==> src/rtl/mem.sv <==
// Memory-access pipeline stage: byte-serial loads/stores over an 8-bit RAM port.
// Optional MEM_EARLY_REQ_EN: issue byte 0 from IDLE, removing the IDLE bubble.
module mem #(
  parameter int ADDR_W = 32,
  parameter int DATA_W = 32
) (
  input  logic              clk,
  input  logic              rst,
  input  logic [DATA_W-1:0] rd_data_i,
  input  logic [4:0]        rd_addr_i,
  input  logic              rd_enable_i,
  input  logic              load_enable,
  input  logic              store_enable,
  input  logic [ADDR_W-1:0] mem_addr_i,
  input  logic [3:0]        load_store_type,
  input  logic [7:0]        ram_rdata,
  input  logic              ram_ready,
  output logic              ram_req,
  output logic              ram_wr,
  output logic [ADDR_W-1:0] ram_addr,
  output logic [7:0]        ram_wdata,
  output logic [DATA_W-1:0] rd_data_o,
  output logic [4:0]        rd_addr_o,
  output logic              rd_enable_o,
  output logic              stall_req,
  output logic              mem_fw,
  output logic [4:0]        mem_fw_addr,
  output logic [DATA_W-1:0] mem_fw_data
);

  localparam logic [3:0] EXE_LB  = 4'd0;
  localparam logic [3:0] EXE_LH  = 4'd1;
  localparam logic [3:0] EXE_LW  = 4'd2;
  localparam logic [3:0] EXE_LBU = 4'd3;
  localparam logic [3:0] EXE_LHU = 4'd4;
  localparam logic [3:0] EXE_SB  = 4'd5;
  localparam logic [3:0] EXE_SH  = 4'd6;
  localparam logic [3:0] EXE_SW  = 4'd7;

  typedef enum logic [1:0] {IDLE, BUSY, DONE} state_t;

  state_t            state_q, state_d;
  logic [1:0]        cnt_q, cnt_d;
  logic [DATA_W-1:0] buf_q, buf_d;

  logic              mem_op;
  logic              req;
  logic [1:0]        last_cnt;
  logic [DATA_W-1:0] ld_res;

  assign mem_op = load_enable | store_enable;

  // Index of the final byte: n-1 for n = 1, 2 or 4.
  always_comb begin
    last_cnt = 2'd0;
    case (load_store_type)
      EXE_LH, EXE_LHU, EXE_SH: last_cnt = 2'd1;
      EXE_LW, EXE_SW:          last_cnt = 2'd3;
      default:                 last_cnt = 2'd0;
    endcase
  end

  always_comb begin
    state_d = state_q;
    cnt_d   = cnt_q;
    buf_d   = buf_q;
    req     = 1'b0;
    case (state_q)
      IDLE: begin
        if (mem_op) begin
`ifdef MEM_EARLY_REQ_EN
          req     = 1'b1;
          state_d = BUSY;
          cnt_d   = 2'd0;
          if (ram_ready) begin
            if (load_enable) buf_d[{cnt_q, 3'b000} +: 8] = ram_rdata;
            if (last_cnt == 2'd0) state_d = DONE;
            else                  cnt_d   = 2'd1;
          end
`else
          state_d = BUSY;
          cnt_d   = 2'd0;
`endif
        end
      end
      BUSY: begin
        req = 1'b1;
        if (ram_ready) begin
          if (load_enable) buf_d[{cnt_q, 3'b000} +: 8] = ram_rdata;
          if (cnt_q == last_cnt) state_d = DONE;
          else                   cnt_d   = cnt_q + 2'd1;
        end
      end
      DONE: begin
        state_d = IDLE;
        cnt_d   = 2'd0;
      end
      default: begin
        state_d = IDLE;
        cnt_d   = 2'd0;
      end
    endcase
  end

  always_ff @(posedge clk or posedge rst) begin
    if (rst) begin
      state_q <= IDLE;
      cnt_q   <= 2'd0;
      buf_q   <= '0;
    end else begin
      state_q <= state_d;
      cnt_q   <= cnt_d;
      buf_q   <= buf_d;
    end
  end

  always_comb begin
    ld_res = buf_q;
    case (load_store_type)
      EXE_LB:  ld_res = {{(DATA_W-8){buf_q[7]}}, buf_q[7:0]};
      EXE_LBU: ld_res = {{(DATA_W-8){1'b0}}, buf_q[7:0]};
      EXE_LH:  ld_res = {{(DATA_W-16){buf_q[15]}}, buf_q[15:0]};
      EXE_LHU: ld_res = {{(DATA_W-16){1'b0}}, buf_q[15:0]};
      default: ld_res = buf_q;
    endcase
  end

  // Every output is forced to zero while reset is held, including pass-through paths.
  always_comb begin
    ram_req     = req & ~rst;
    ram_wr      = req & ~rst & store_enable & ~load_enable;
    ram_addr    = ram_req ? mem_addr_i + ADDR_W'(cnt_q) : '0;
    ram_wdata   = ram_req ? rd_data_i[{cnt_q, 3'b000} +: 8] : 8'h00;
    stall_req   = ~rst & mem_op & (state_q != DONE);
    rd_addr_o   = rst ? 5'd0 : rd_addr_i;
    rd_enable_o = ~rst & rd_enable_i & ~store_enable;
    if (rst)                  rd_data_o = '0;
    else if (state_q == DONE) rd_data_o = load_enable ? ld_res : '0;
    else                      rd_data_o = rd_data_i;
    mem_fw      = rd_enable_o & ~stall_req;
    mem_fw_addr = rd_addr_o;
    mem_fw_data = rd_data_o;
  end

endmodule

==> config.mk <==
export PLATFORM = sky130hd
export DESIGN_NAME = mem
export DESIGN_NICKNAME = d
export VERILOG_FILES = /design/src/rtl/mem.sv
export SDC_FILE = /design/constraint.sdc
export NUM_CORES = 1
export LEC_CHECK = 0
export CAP_MARGIN = 20
export CORE_MARGIN = 1.5
export CORE_UTILIZATION = 39
export DETAILED_ROUTE_END_ITERATION = 6
export PLACE_DENSITY = 0.82
export SLEW_MARGIN = 10
export SYNTH_ARGS = -nofsm -noshare
export SYNTH_HDL_FRONTEND = slang
export SYNTH_SLANG_ARGS = --single-unit
==> constraint.sdc <==
create_clock -name clk -period 3 [get_ports clk]
set_input_delay 0.3 -clock clk [delete_from_list [all_inputs] [get_ports clk]]
set_output_delay 0.3 -clock clk [all_outputs]
set_load 0.02 [all_outputs]
==> results_dict.tcl, run 1 <==
set metrics [dict create \
    cpMaxStageDelayCell "clkdlybuf4s50_1" \
    seq_power_share 0.219 \
    endpoint "ram_addr[12]" \
    crit_cells 9 \
    htreeDepth 2 \
    ys_warn_count 0 \
    critPathLaunchType "input pin" \
    critPathRequiredTime_ps 2700 \
    die_area_sq_mm 0.00992 \
    die_h_um 99.6 \
    clkLatencyLatePin_ps 290 \
    fin_nets 758 \
    post_cts_resized 0 \
    synth_top_cell_by_area "dfrtp_1" \
    max_cap_violations 0 \
    antenna_found_initial 0 \
    multiInputGateArea_sq_mm 0.00232 \
    start_util 0.398 \
    dpl.hpwl_mm 10.3 \
    regArea_sq_um 901 \
    drt_wl_total_mm 13.1 \
    portBuffers 205 \
    slew_headroom 0.634 \
    final_antenna_net_count 0 \
    tns_ps 0 \
    overflow 0 \
    coreArea_sq_mm 0.00915 \
    p_sw_frac 0.425 \
    max_stage_delay_ps 630 \
    post_cts_buffers 0 \
    crit_path_start "mem_addr_i[0]" \
    grt_pass1_wl_mm 19.8 \
    r2r-end "buf_q[15]" \
    nFillCells 768 \
    cp_cell_sequence "clkdlybuf4s50_1, ha_1, fa_1, nand2_1, nor4_4, buf_4, xnor2_1, nor2_1, clkdlybuf4s50_1" \
    yosysMostFrequentCell "nand2_1" \
    fmax_mhz 341 \
    clkTransAtPathRegs_ps 70 \
    end_kind "output port" \
    yosys_register_bits 36 \
    power.density_mw_per_mm2 505 \
    fin_skew_ps 12.3 \
    routedWlPerCell_um 16.9 \
    vias 4247 \
    ios 206 \
    cts_tree "yes" \
    worstPathArrival_ps 2640 \
    drive_gt1_frac 0.0994 \
    drc 0 \
    synth_edf_count 0 \
    synthesis.nets 578 \
    final_core_util 0.637 \
    cellLeakagePower_nw 2.42 \
    pwr-share-comb 0.622 \
    ff2ff_setup_slack_ps 750 \
    synthFlopType "dfrtp_1" \
    syn_area_per_cell_sq_um 7.54 \
    numCtsBuffers 5 \
    rows 35 \
    p_switching_mw 1.25 \
    period_needed_ps 2940 \
    antennaDiodeCount 0 \
    cp_max_fo 10 \
    cpMostUsedCell "clkdlybuf4s50_1" \
    numClockSinks 36 \
    netlist_top_cells_count "nand2_1, o21ai_0, nor2_1" \
    crit_family "buffers and inverters" \
    setup_violations 0 \
    grt_setup_unrepaired "no" \
    worst_pin_slew_ps 546 \
    synthArstFlopShare 1.00 \
    first_iter_violations 213 \
    status "finished clean" \
    synth_top_cell_area_share 0.248 \
    rr_startpoint "cnt_q[0]" \
    grt_max_degree 33 \
    ys_top_cells_by_area "dfrtp_1, nand2_1, buf_4, o21ai_0, nor2_1" \
    p_int_mw 1.69 \
    worst-setup-path-type "in2out" \
    die_w_um 99.6 \
    ys_types 52 \
    ctsHoldBuffers 0 \
    synth.yosys.seq_area_share 0.248 \
    grt_pass1_vias 4006 \
    path_buf_inv 3 \
    hp-class "in2async" \
    synth_area_sq_mm 0.00364 \
    ir_drop_mv 0.245 \
    syn_inst 483 \
    area_growth_pct 60.1 \
    via_per_inst 5.48 \
    grtUsageTotal 0.249 \
    ff2ff_path_depth 6 \
    hold_viol 0 \
    gp_congestion 0.894 \
    p_clk_frac 0.159 \
    maxSlewViolCount 0 \
    first_pass_iters 5 \
    clockRootBuffer "clkbuf_8" \
    clockBufferDepth 2 \
    fin_crit_sh 0.979 \
]
worst min-delay path by stage:
| stage | start | depth (start not counted) | endpoint |
|---|---|---|---|
| 2_1_floorplan | ram_rdata[0] | 2 | buf_q[0] |
| 3_3_place_gp | buf_q[13] | 2 | buf_q[13] |
| 3_5_place_dp | buf_q[18] | 2 | buf_q[18] |
| 4_1_cts | rst | 3 | buf_q[22] |
| 5_1_grt | rst | 3 | buf_q[22] |
| 6_report | rst | 3 | buf_q[24] |
sequential cells by signal, summed over array words and instances, names as in the netlist:
signal and count:
cnt_q 2, buf_q 32, state_q 2
worst register-to-register path: stages (launching register included):
cell,delay [ps]
dfrtp_1,400
buf_4,340
inv_1,200
ha_1,410
nor3b_2,470
nand2_1,110
o21ai_0,230
power groups by stage:
stage	registers, mW	clock network, mW	logic, mW
final	0.644	0.469	1.83
after global routing	0.655	0.494	1.96
after CTS	0.640	0.473	1.83
after detailed placement	0.649	0	1.81
after global placement	0.645	0	1.77
after floorplan	0.625	0	1.09
per-layer routing:
metal / share of wire / GRT usage / up-vias
li1: - / - / 1988
met1: 0.39 / 0.304 / 2003
met2: 0.51 / 0.434 / 214
met3: 0.067 / 0.0478 / 42
met4: 0.033 / 0.0997 / 0
met5: 0 / 0 / -
layout make-up:
class,count,share of cell area
repair buffers,231,0.393
flip-flops and latches,36,0.155
clock buffers,7,0.0165
clock inverters,1,0.00515
inverters,14,0.00902
multi-input cells,375,0.397
well taps,111,0.0238
cells by family after synthesis:
family | after synthesis | share of synthesized area
buf+inv | 72 | 0.123
compound gates | 91 | 0.145
simple gates | 238 | 0.332
xor+xnor | 28 | 0.0674
mux | 10 | 0.0553
fa+ha+maj | 8 | 0.0296
flops | 36 | 0.248
cell usage in the layout (no fill, tap or decap), types with 3 or more instances in the layout:
cell type and instances:
nor3b_1 3, xor2_1 13, ha_1 7, clkbuf_8 7, nor4_2 8, clkdlybuf4s50_1 192, nor2b_1 6, a21oi_1 13
o21ai_0 56, dfrtp_1 36, and4_1 3, mux4_2 8, or3_1 3, nor3b_2 3, buf_4 25, nor3_1 7
nor2_1 49, xnor2_1 15, inv_1 14, nand3_1 10, dlymetal6s2s_1 13, a22o_1 9, nand4_1 9, and2_1 10
nand2_1 105, and3_1 4
through the flow:
step | setup WS (ps) | cells | instance area (sq um) | total power, mW | hold slack, ps
after CTS | 6.37 | 775 | 5770 | 2.94 | 455
after global routing | 4.04 | 775 | 5830 | 3.11 | 480
final | 63.7 | 775 | 5830 | 2.94 | 458
after global placement | 93.0 | 767 | 5650 | 2.42 | 464
after floorplan | 122 | 483 | 3640 | 1.72 | 436
after detailed placement | 16.6 | 767 | 5650 | 2.46 | 471
No activity file was read; power rests on OpenSTA's default activity.
==> run 2: changes to the inputs <==
Settings changed: CORE_UTILIZATION 39 to 40, CTS_BUF_LIST from default to sky130_fd_sc_hd__clkbuf_4 sky130_fd_sc_hd__clkbuf_8, PLACE_DENSITY 0.82 to 0.83.
==> results_dict.tcl, run 2 (synthesis results as in run 1) <==
set metrics [dict create \
    status "finished clean" \
    cpMaxStageDelayCell "clkdlybuf4s50_1" \
    end_kind "output port" \
    first_iter_violations 307 \
    hp-class "reg2reg" \
    overflow 0 \
    max_cap_violations 0 \
    gp_congestion 0.824 \
    dpl.hpwl_mm 10.5 \
    largest_register_ffs 32 \
    grt_pass1_wl_mm 20.0 \
    r2r-end "buf_q[19]" \
    rr_startpoint "cnt_q[0]" \
    final_common_cell "clkdlybuf4s50_1" \
    cpMostUsedCell "clkdlybuf4s50_1" \
    period_needed_ps 2910 \
    portBuffers 205 \
    critPathLaunchType "input pin" \
    hold_path_end "buf_q[16]" \
    htreeDepth 2 \
    start_util 0.415 \
    finalPower_mw 2.90 \
    die_area_sq_mm 0.00968 \
    cp_cell_sequence "clkdlybuf4s50_1, and3_1, nand3_4, nor4_1, nand3_1, a21oi_1, clkdlybuf4s50_1" \
    ff2ff_path_depth 6 \
    grtUsageTotal 0.257 \
    power.density_mw_per_mm2 501 \
    reg_top3 "buf_q: 32 flops, cnt_q: 2 flops, state_q: 2 flops" \
    die_w_um 98.4 \
    numClockSinks 36 \
    cellLeakagePower_nw 2.45 \
    drive_gt1_frac 0.0881 \
    cts_tree "yes" \
    crit_family "buffers and inverters" \
    grt_setup_unrepaired "yes" \
    maxSlewViolCount 0 \
    antenna_found_initial 0 \
    max_stage_delay_ps 630 \
    hold_viol 0 \
    final_antenna_net_count 0 \
    setup_violations 0 \
    routedWlPerCell_um 16.9 \
    worstPathArrival_ps 2610 \
    worst-setup-path-type "in2out" \
    numCtsBuffers 5 \
    min-delay-start "buf_q[16]" \
    nFillCells 719 \
    fmax_mhz 344 \
    coreArea_sq_mm 0.00876 \
    slew_headroom 0.615 \
    ff2ff_setup_slack_ps 780 \
    largest_register "buf_q" \
    ctsHoldBuffers 0 \
    placed_cell_area_sq_mm 0.00563 \
    fin_nets 752 \
    path_buf_inv 2 \
    area_growth_pct 59.0 \
    hold_depth 2 \
    clkLatencyLatePin_ps 290 \
    via_per_inst 5.47 \
    final_cell_mix "clkdlybuf4s50_1, nand2_1, o21ai_0, nor2_1, dfrtp_1" \
    ios 206 \
    fin_crit_sh 0.969 \
    fin_skew_ps 5.74 \
    drt_wl_total_mm 12.9 \
    grt_pass1_vias 4114 \
    worst_pin_slew_ps 575 \
    stdcell_count 766 \
    final_core_util 0.660 \
    drc 0 \
    critPathRequiredTime_ps 2700 \
    clockBufferDepth 2 \
    dpl.cell_count 758 \
    antennaDiodeCount 0 \
    ir_drop_mv 0.270 \
    final_area_sq_mm 0.00579 \
    cp_max_fo 10 \
    tns_ps 0 \
    rows 34 \
    clockRootBuffer "clkbuf_8" \
    grt_max_degree 37 \
    clkTransAtPathRegs_ps 70 \
    die_h_um 98.4 \
    first_pass_iters 5 \
    crit_path_start "mem_addr_i[7]" \
    vias 4191 \
]
[run 2: area by class of cell]
type | count | area (sq um) | area share
clock buffer | 6 | 76.3 | 0.0132
clock inverter | 2 | 35.0 | 0.00605
inverter | 14 | 52.6 | 0.00908
multi-input combinational | 375 | 2300 | 0.397
sequential | 36 | 901 | 0.156
tap | 108 | 135 | 0.0233
timing repair buffer | 225 | 2290 | 0.396
[run 2: worst max path at each step]
stage	to	cells after the start
after floorplan	rd_data_o[21]	7
after global placement	ram_addr[24]	10
after detailed placement	ram_addr[24]	10
after CTS	ram_addr[18]	10
after global routing	ram_addr[31]	7
final	ram_addr[31]	7
[run 2: repair_timing]
item,in CTS,in global routing
buffers inserted,0,0
endpoints found under the setup margin,0,18
gates resized for setup,0,17
hold endpoints to repair,0,0
[run 2: report_power, final]
part | leakage, nW | internal, mW | switching, mW
combinational | 1.90 | 0.834 | 0.996
clock | 0.0586 | 0.255 | 0.170
sequential | 0.492 | 0.568 | 0.0721
[run 2: metrics by stage]
step | hold WS (ps) | setup WS (ps)
after floorplan | 436 | 122
after detailed placement | 471 | 21.9
after global routing | 493 | -11.8
after global placement | 462 | 75.3
final | 488 | 92.4
after CTS | 486 | 1.31
[run 2: worst min-delay path, stage by stage, from the launching register on]
cell and delay [ps]:
dfrtp_1 350, nand2_1 50, o21ai_0 60
[run 2: routing by layer]
| layer | up-vias | share of wire | track usage |
|---|---|---|---|
| met2 | 183 | 0.53 | 0.468 |
| met5 | - | 0 | 0 |
| li1 | 1969 | - | - |
| met1 | 2006 | 0.37 | 0.299 |
| met4 | 0 | 0.031 | 0.108 |
| met3 | 33 | 0.064 | 0.0379 |
==> run 3: changes to the inputs <==
Settings changed: CORE_ASPECT_RATIO from default to 1.5.
==> results_dict.tcl, run 3 (synthesis results as in run 1) <==
set metrics [dict create \
    vias 4150 \
    numClockSinks 36 \
    fmax_mhz 346 \
    tns_ps 0 \
    cts_tree "yes" \
    portBuffers 205 \
    clockRootBuffer "clkbuf_8" \
    end_kind "output port" \
    die_area_sq_mm 0.00969 \
    first_pass_iters 4 \
    numCtsBuffers 5 \
    largest_register_ffs 32 \
    fin_nets 755 \
    slew_headroom 0.605 \
    antennaDiodeCount 0 \
    htreeDepth 2 \
    drt_wl_total_mm 12.6 \
    clockBufferDepth 2 \
    grt_max_degree 33 \
    status "finished clean" \
    start_util 0.412 \
    antenna_found_initial 0 \
    grt_pass1_wl_mm 19.1 \
    setup_violations 0 \
    worst-setup-path-type "in2out" \
    drive_gt1_frac 0.0938 \
    maxSlewViolCount 0 \
    cp_max_fo 13 \
    pre_cts_slack_ps -20.6 \
    fin_skew_ps 5.52 \
    first_iter_violations 216 \
    worstPathArrival_ps 2590 \
    coreArea_sq_mm 0.00883 \
    max_cap_violations 0 \
    via_per_inst 5.38 \
    grt_setup_unrepaired "no" \
    ios 206 \
    dpl.hpwl_mm 10.2 \
    ir_drop_mv 0.309 \
    critPathRequiredTime_ps 2700 \
    hp-class "in2async" \
    final_common_cell "clkdlybuf4s50_1" \
    drc 0 \
    area_growth_pct 59.3 \
    final_antenna_net_count 0 \
    ctsHoldBuffers 0 \
    largest_register "buf_q" \
    routedWlPerCell_um 16.4 \
    hold_viol 0 \
    cellLeakagePower_nw 2.43 \
    period_needed_ps 2890 \
    fin_crit_sh 0.964 \
    worst_pin_slew_ps 589 \
    reg_top3 "buf_q: 32 flops, cnt_q: 2 flops, state_q: 2 flops" \
    clkTransAtPathRegs_ps 70 \
    final_cell_mix "clkdlybuf4s50_1, nand2_1, o21ai_0, nor2_1, dfrtp_1" \
    die_h_um 120 \
    grtUsageTotal 0.254 \
    fin_ws_ps 108 \
    power.density_mw_per_mm2 497 \
    gp_congestion 0.894 \
    final_area_sq_mm 0.00580 \
    die_w_um 80.9 \
    placed_cell_area_sq_mm 0.00563 \
    critPathLaunchType "input pin" \
    clkLatencyLatePin_ps 290 \
    rows 42 \
    overflow 0 \
    grt_pass1_vias 4115 \
]
## run 3: cell types whose count changed in the layout (fill, tap and decap cells not counted), sizes merged
cell	change
dlymetal6s2s	-1
clkdlybuf4s50	+1
buf	+3
## run 3: stage by stage
step                power [mW]  cells  utilization  hold slack, ps
floorplan                 1.72    483            -             436
global placement          2.41    763        0.638             463
detailed placement        2.46    763        0.638             472
CTS                       2.89    771        0.652             410
global route              3.05    771        0.657             431
finish                    2.88    771        0.657             402
## run 3: path summary, 6_finish.rpt
path / from / end / slack, ps / depth (start not counted)
max: mem_addr_i[1] / ram_addr[25] / 110 / 9
min: rst / buf_q[9] / 400 / 3
max reg2reg: cnt_q[0] / buf_q[18] / 780 / 6
min reg2reg: buf_q[6] / buf_q[6] / 480 / 2
max in group asynchronous: rst / buf_q[25] / 2360 / 3
min in group clk: buf_q[6] / buf_q[6] / 480 / 2
## run 3: metal layers
layer  vias up  global-route usage  wire [um]
li1       1969                   -          -
met1      1960               0.262       4330
met2       191               0.480       6920
met3        30              0.0517       1010
met4         0              0.0981        356
met5         -                   0          0
## run 3: power breakdown
group          total [mW]  internal, mW  switching (mW)
Sequential          0.637         0.568          0.0689
Combinational        1.81         0.835           0.980
Clock               0.432         0.256           0.176
## run 3: layout make-up
class / instances / area [sq um]
fill: 746 / 3030
multi-input combinational: 375 / 2310
clock inverter: 2 / 35.0
inverter: 14 / 52.6
clock buffer: 6 / 76.3
tap: 110 / 138
timing repair buffer: 228 / 2290
sequential: 36 / 901
## run 3: repair_timing
action / in CTS / in global routing
setup endpoints to repair: 3 / 38
buffers inserted: 0 / 0
resized for setup: 2 / 19
## run 3: critical path: stages
cell	delay, ps
clkdlybuf4s50_1	430
ha_1	280
a21o_1	170
nand3_4	180
buf_4	210
nor4_2	200
xnor2_1	110
nor2_1	100
clkdlybuf4s50_1	610
==> edit: new RTL, settings of run 1 <==
Encoding of `state_t`: now one-hot (3 bits for 3 states).
--- a/src/rtl/mem.sv
+++ b/src/rtl/mem.sv
@@ -37,7 +37,7 @@
   localparam logic [3:0] EXE_SH  = 4'd6;
   localparam logic [3:0] EXE_SW  = 4'd7;
 
-  typedef enum logic [1:0] {IDLE, BUSY, DONE} state_t;
+  typedef enum logic [2:0] {IDLE = 3'b001, BUSY = 3'b010, DONE = 3'b100} state_t;
 
   state_t            state_q, state_d;
   logic [1:0]        cnt_q, cnt_d;
Function: no difference found for any inputs over 4 cycles, from zero or initial values and one cycle with rst high; so few cycles prove little.
==> edit against run 1 <==
  * Synthesized area is 1.4% higher
  * Critical endpoint is now ram_addr[31]
  * Setup slack better by 0.0059 ns
  * Global-route usage increased by 0.72 points
  * Final area barely moved
  * Sequential cell count is 1 higher
  * Clock skew about the same
  * Wire length up 0.90%
  * Worst hold slack improved by 0.027 ns
  * Count of clock-buffer cells in the layout fell by 2
  * Final cell count up 0.90%
Power is not compared: it rests on default switching activity, and its combinational part moved more than twofold at a synthesized area within 25%.
==> edit: results (changes against run 1) <==
| Metric | Value |
|---|---|
| Clock skew | `0.01189 ns (was 0.01226 ns)` |
| Met2 routed WL | `6.627 mm (was 6.721 mm)` |
| Diode count | `0 (unchanged)` |
| CTS Root Cell | `clkbuf_8 (unchanged)` |
| Pleak | `2.548 nW` |
| Top Registers | `buf_q x32, state_q x3, cnt_q x2 (was buf_q x32, cnt_q x2, state_q x2)` |
| Total Nets Final | `767 (was 758)` |
| Tightest Pin Transition | `0.5430 ns (was 0.5464 ns)` |
| First-pass GRT wire length | `20.36 mm (was 19.75 mm)` |
| Met3 WL | `962 µm (was 874 µm)` |
| Wire per inst | `16.87 µm (about the same)` |
| CTS Buf Count | `5 (unchanged)` |
| Placed wire-length estimate | `10.73 mm (was 10.35 mm)` |
| Initial antenna violation count | `0 (unchanged)` |
| Worst Hold Class | `flip-flop to flip-flop (was input port to asynchronous set/reset pin)` |
| Router iterations before antenna repair | `4 (was 5)` |
| Routed metal-1 wirelength | `5.236 mm (was 5.046 mm)` |
| H-tree Lvls | `2 (unchanged)` |
| Cell variety after synth | `53 (was 52)` |
| Post-synthesis sequential area ratio | `0.2513 (was 0.2475)` |
| Max cap viols | `0 (unchanged)` |
| CTS clk-pin slew, worst paths | `0.07 ns (about the same)` |
| Vias in the first global route | `4,048 (was 4,006)` |
| Max FO, Critical Path | `9 (was 10)` |
| Final Wtd Congestion | `0.9037 (was 0.8937)` |
| Iter 0 DRT Violations | `231 (was 213)` |
| Top cells by area, synth | `dfrtp_1 24%, nand2_1 11%, o21ai_0 8.5% (was dfrtp_1 25%, nand2_1 11%, buf_4 8.0%)` |
| Port bufs | `205 (unchanged)` |
| Placed Area | `5739 µm² (was 5645 µm²)` |
| Synth cell count leaders | `107 x nand2_1, 63 x o21ai_0, 50 x nor2_1, 38 x buf_4, 36 x dfrtp_1 (was 105 x nand2_1, 56 x o21ai_0, 50 x nor2_1, 39 x buf_4, 36 x dfrtp_1)` |
| Ys flop type | `dfrtp_1 (unchanged)` |
| GRT Total Usage | `0.2566 (was 0.2494)` |
| Synth Warn # | `0 (unchanged)` |
| Largest net degree at the start of global routing | `46 (was 33)` |
| Max clock buf depth | `2 (unchanged)` |
| Fill cell count | `771 (was 768)` |
| DP Worst Slack | `-0.2105 ns (was 0.01664 ns)` |
| Status | `complete, no violations (unchanged)` |
| Clock Latency Late Sink | `0.30 ns` |
| Highest Signal Layer | `met4 (unchanged)` |
| Layout cells sized above 1 | `0.1148 (was 0.09940)` |
| Synth async-reset ratio | `1.000 (unchanged)` |
| Maximum VDD drop | `0.2370 mV` |
| DR vias/cell | `5.331 (was 5.480)` |
| Syn Nets | `584 (was 578)` |
## edit: per-stage QoR
stage | utilization | hold slack, ns | std cells
after global placement | 0.6241 | 0.4627 | 775
after detailed placement | 0.6241 | 0.4705 | 775
after floorplan | - | 0.4360 | 489
after global routing | 0.6342 | 0.5053 | 782
final | 0.6342 | 0.4851 | 782
after CTS | 0.6297 | 0.4867 | 781
## edit: cell families after synthesis
kind of cell | share of synthesized area
AND/OR/NAND/NOR | 0.3289
buffers and inverters | 0.1244
adder cells (fa/ha/maj) | 0.02916
multiplexers | 0.04883
AO/OA/AOI/OAI | 0.1533
flip-flops | 0.2513
XOR/XNOR | 0.06409
## edit: area by class of cell
type                    count  area (µm²)  area share
clock buffers               5       68.82     0.01180
repair buffers            237        2323      0.3984
multi-input cells         379        2323      0.3984
well taps                 111       138.9     0.02381
inverters                  12       45.04    0.007724
clock inverters             1       5.005   0.0008582
flip-flops and latches     37       927.1      0.1590
## edit: critical path: stages
cell,delay [ns]
clkdlybuf4s50_1,0.51
ha_2,0.20
buf_4,0.11
a21oi_2,0.07
or3_1,0.37
buf_4,0.19
nor4_4,0.17
a21oi_1,0.13
a31o_2,0.24
dlygate4sd2_1,0.32
## edit: metal layers
metal / vias to the layer above / GRT usage
met5: - / 0
met2: 180 / 0.4615
met1: 1957 / 0.3103
met3: 33 / 0.04735
met4: 0 / 0.07909
li1: 1999 / -
## edit: power by group
part	switching (mW)	leakage, nW	internal (mW)
Combinational	0.479	2.01	0.425
Clock	0.171	0.0399	0.153
Sequential	0.0506	0.502	0.569
Total	0.701	2.55	1.15
## edit: final timing paths
kind,start,to,slack (ns),depth (start not counted)
setup / recovery,mem_addr_i[0],ram_addr[31],0.07,10
hold / removal,buf_q[13],buf_q[13],0.49,2
setup reg to reg,cnt_q[0],buf_q[12],0.91,6
hold reg to reg,buf_q[13],buf_q[13],0.49,2
max in group asynchronous,rst,buf_q[9],2.02,3
min in group asynchronous,rst,buf_q[1],0.60,3
## edit: what timing repair did
| item | in CTS | in global routing |
|---|---|---|
| cloned | 0 | 0 |
| gates resized for setup | 22 | 20 |
| endpoints found under the setup margin | 22 | 25 |
| setup buffers | 0 | 1 |
| pin swaps | 0 | 1 |
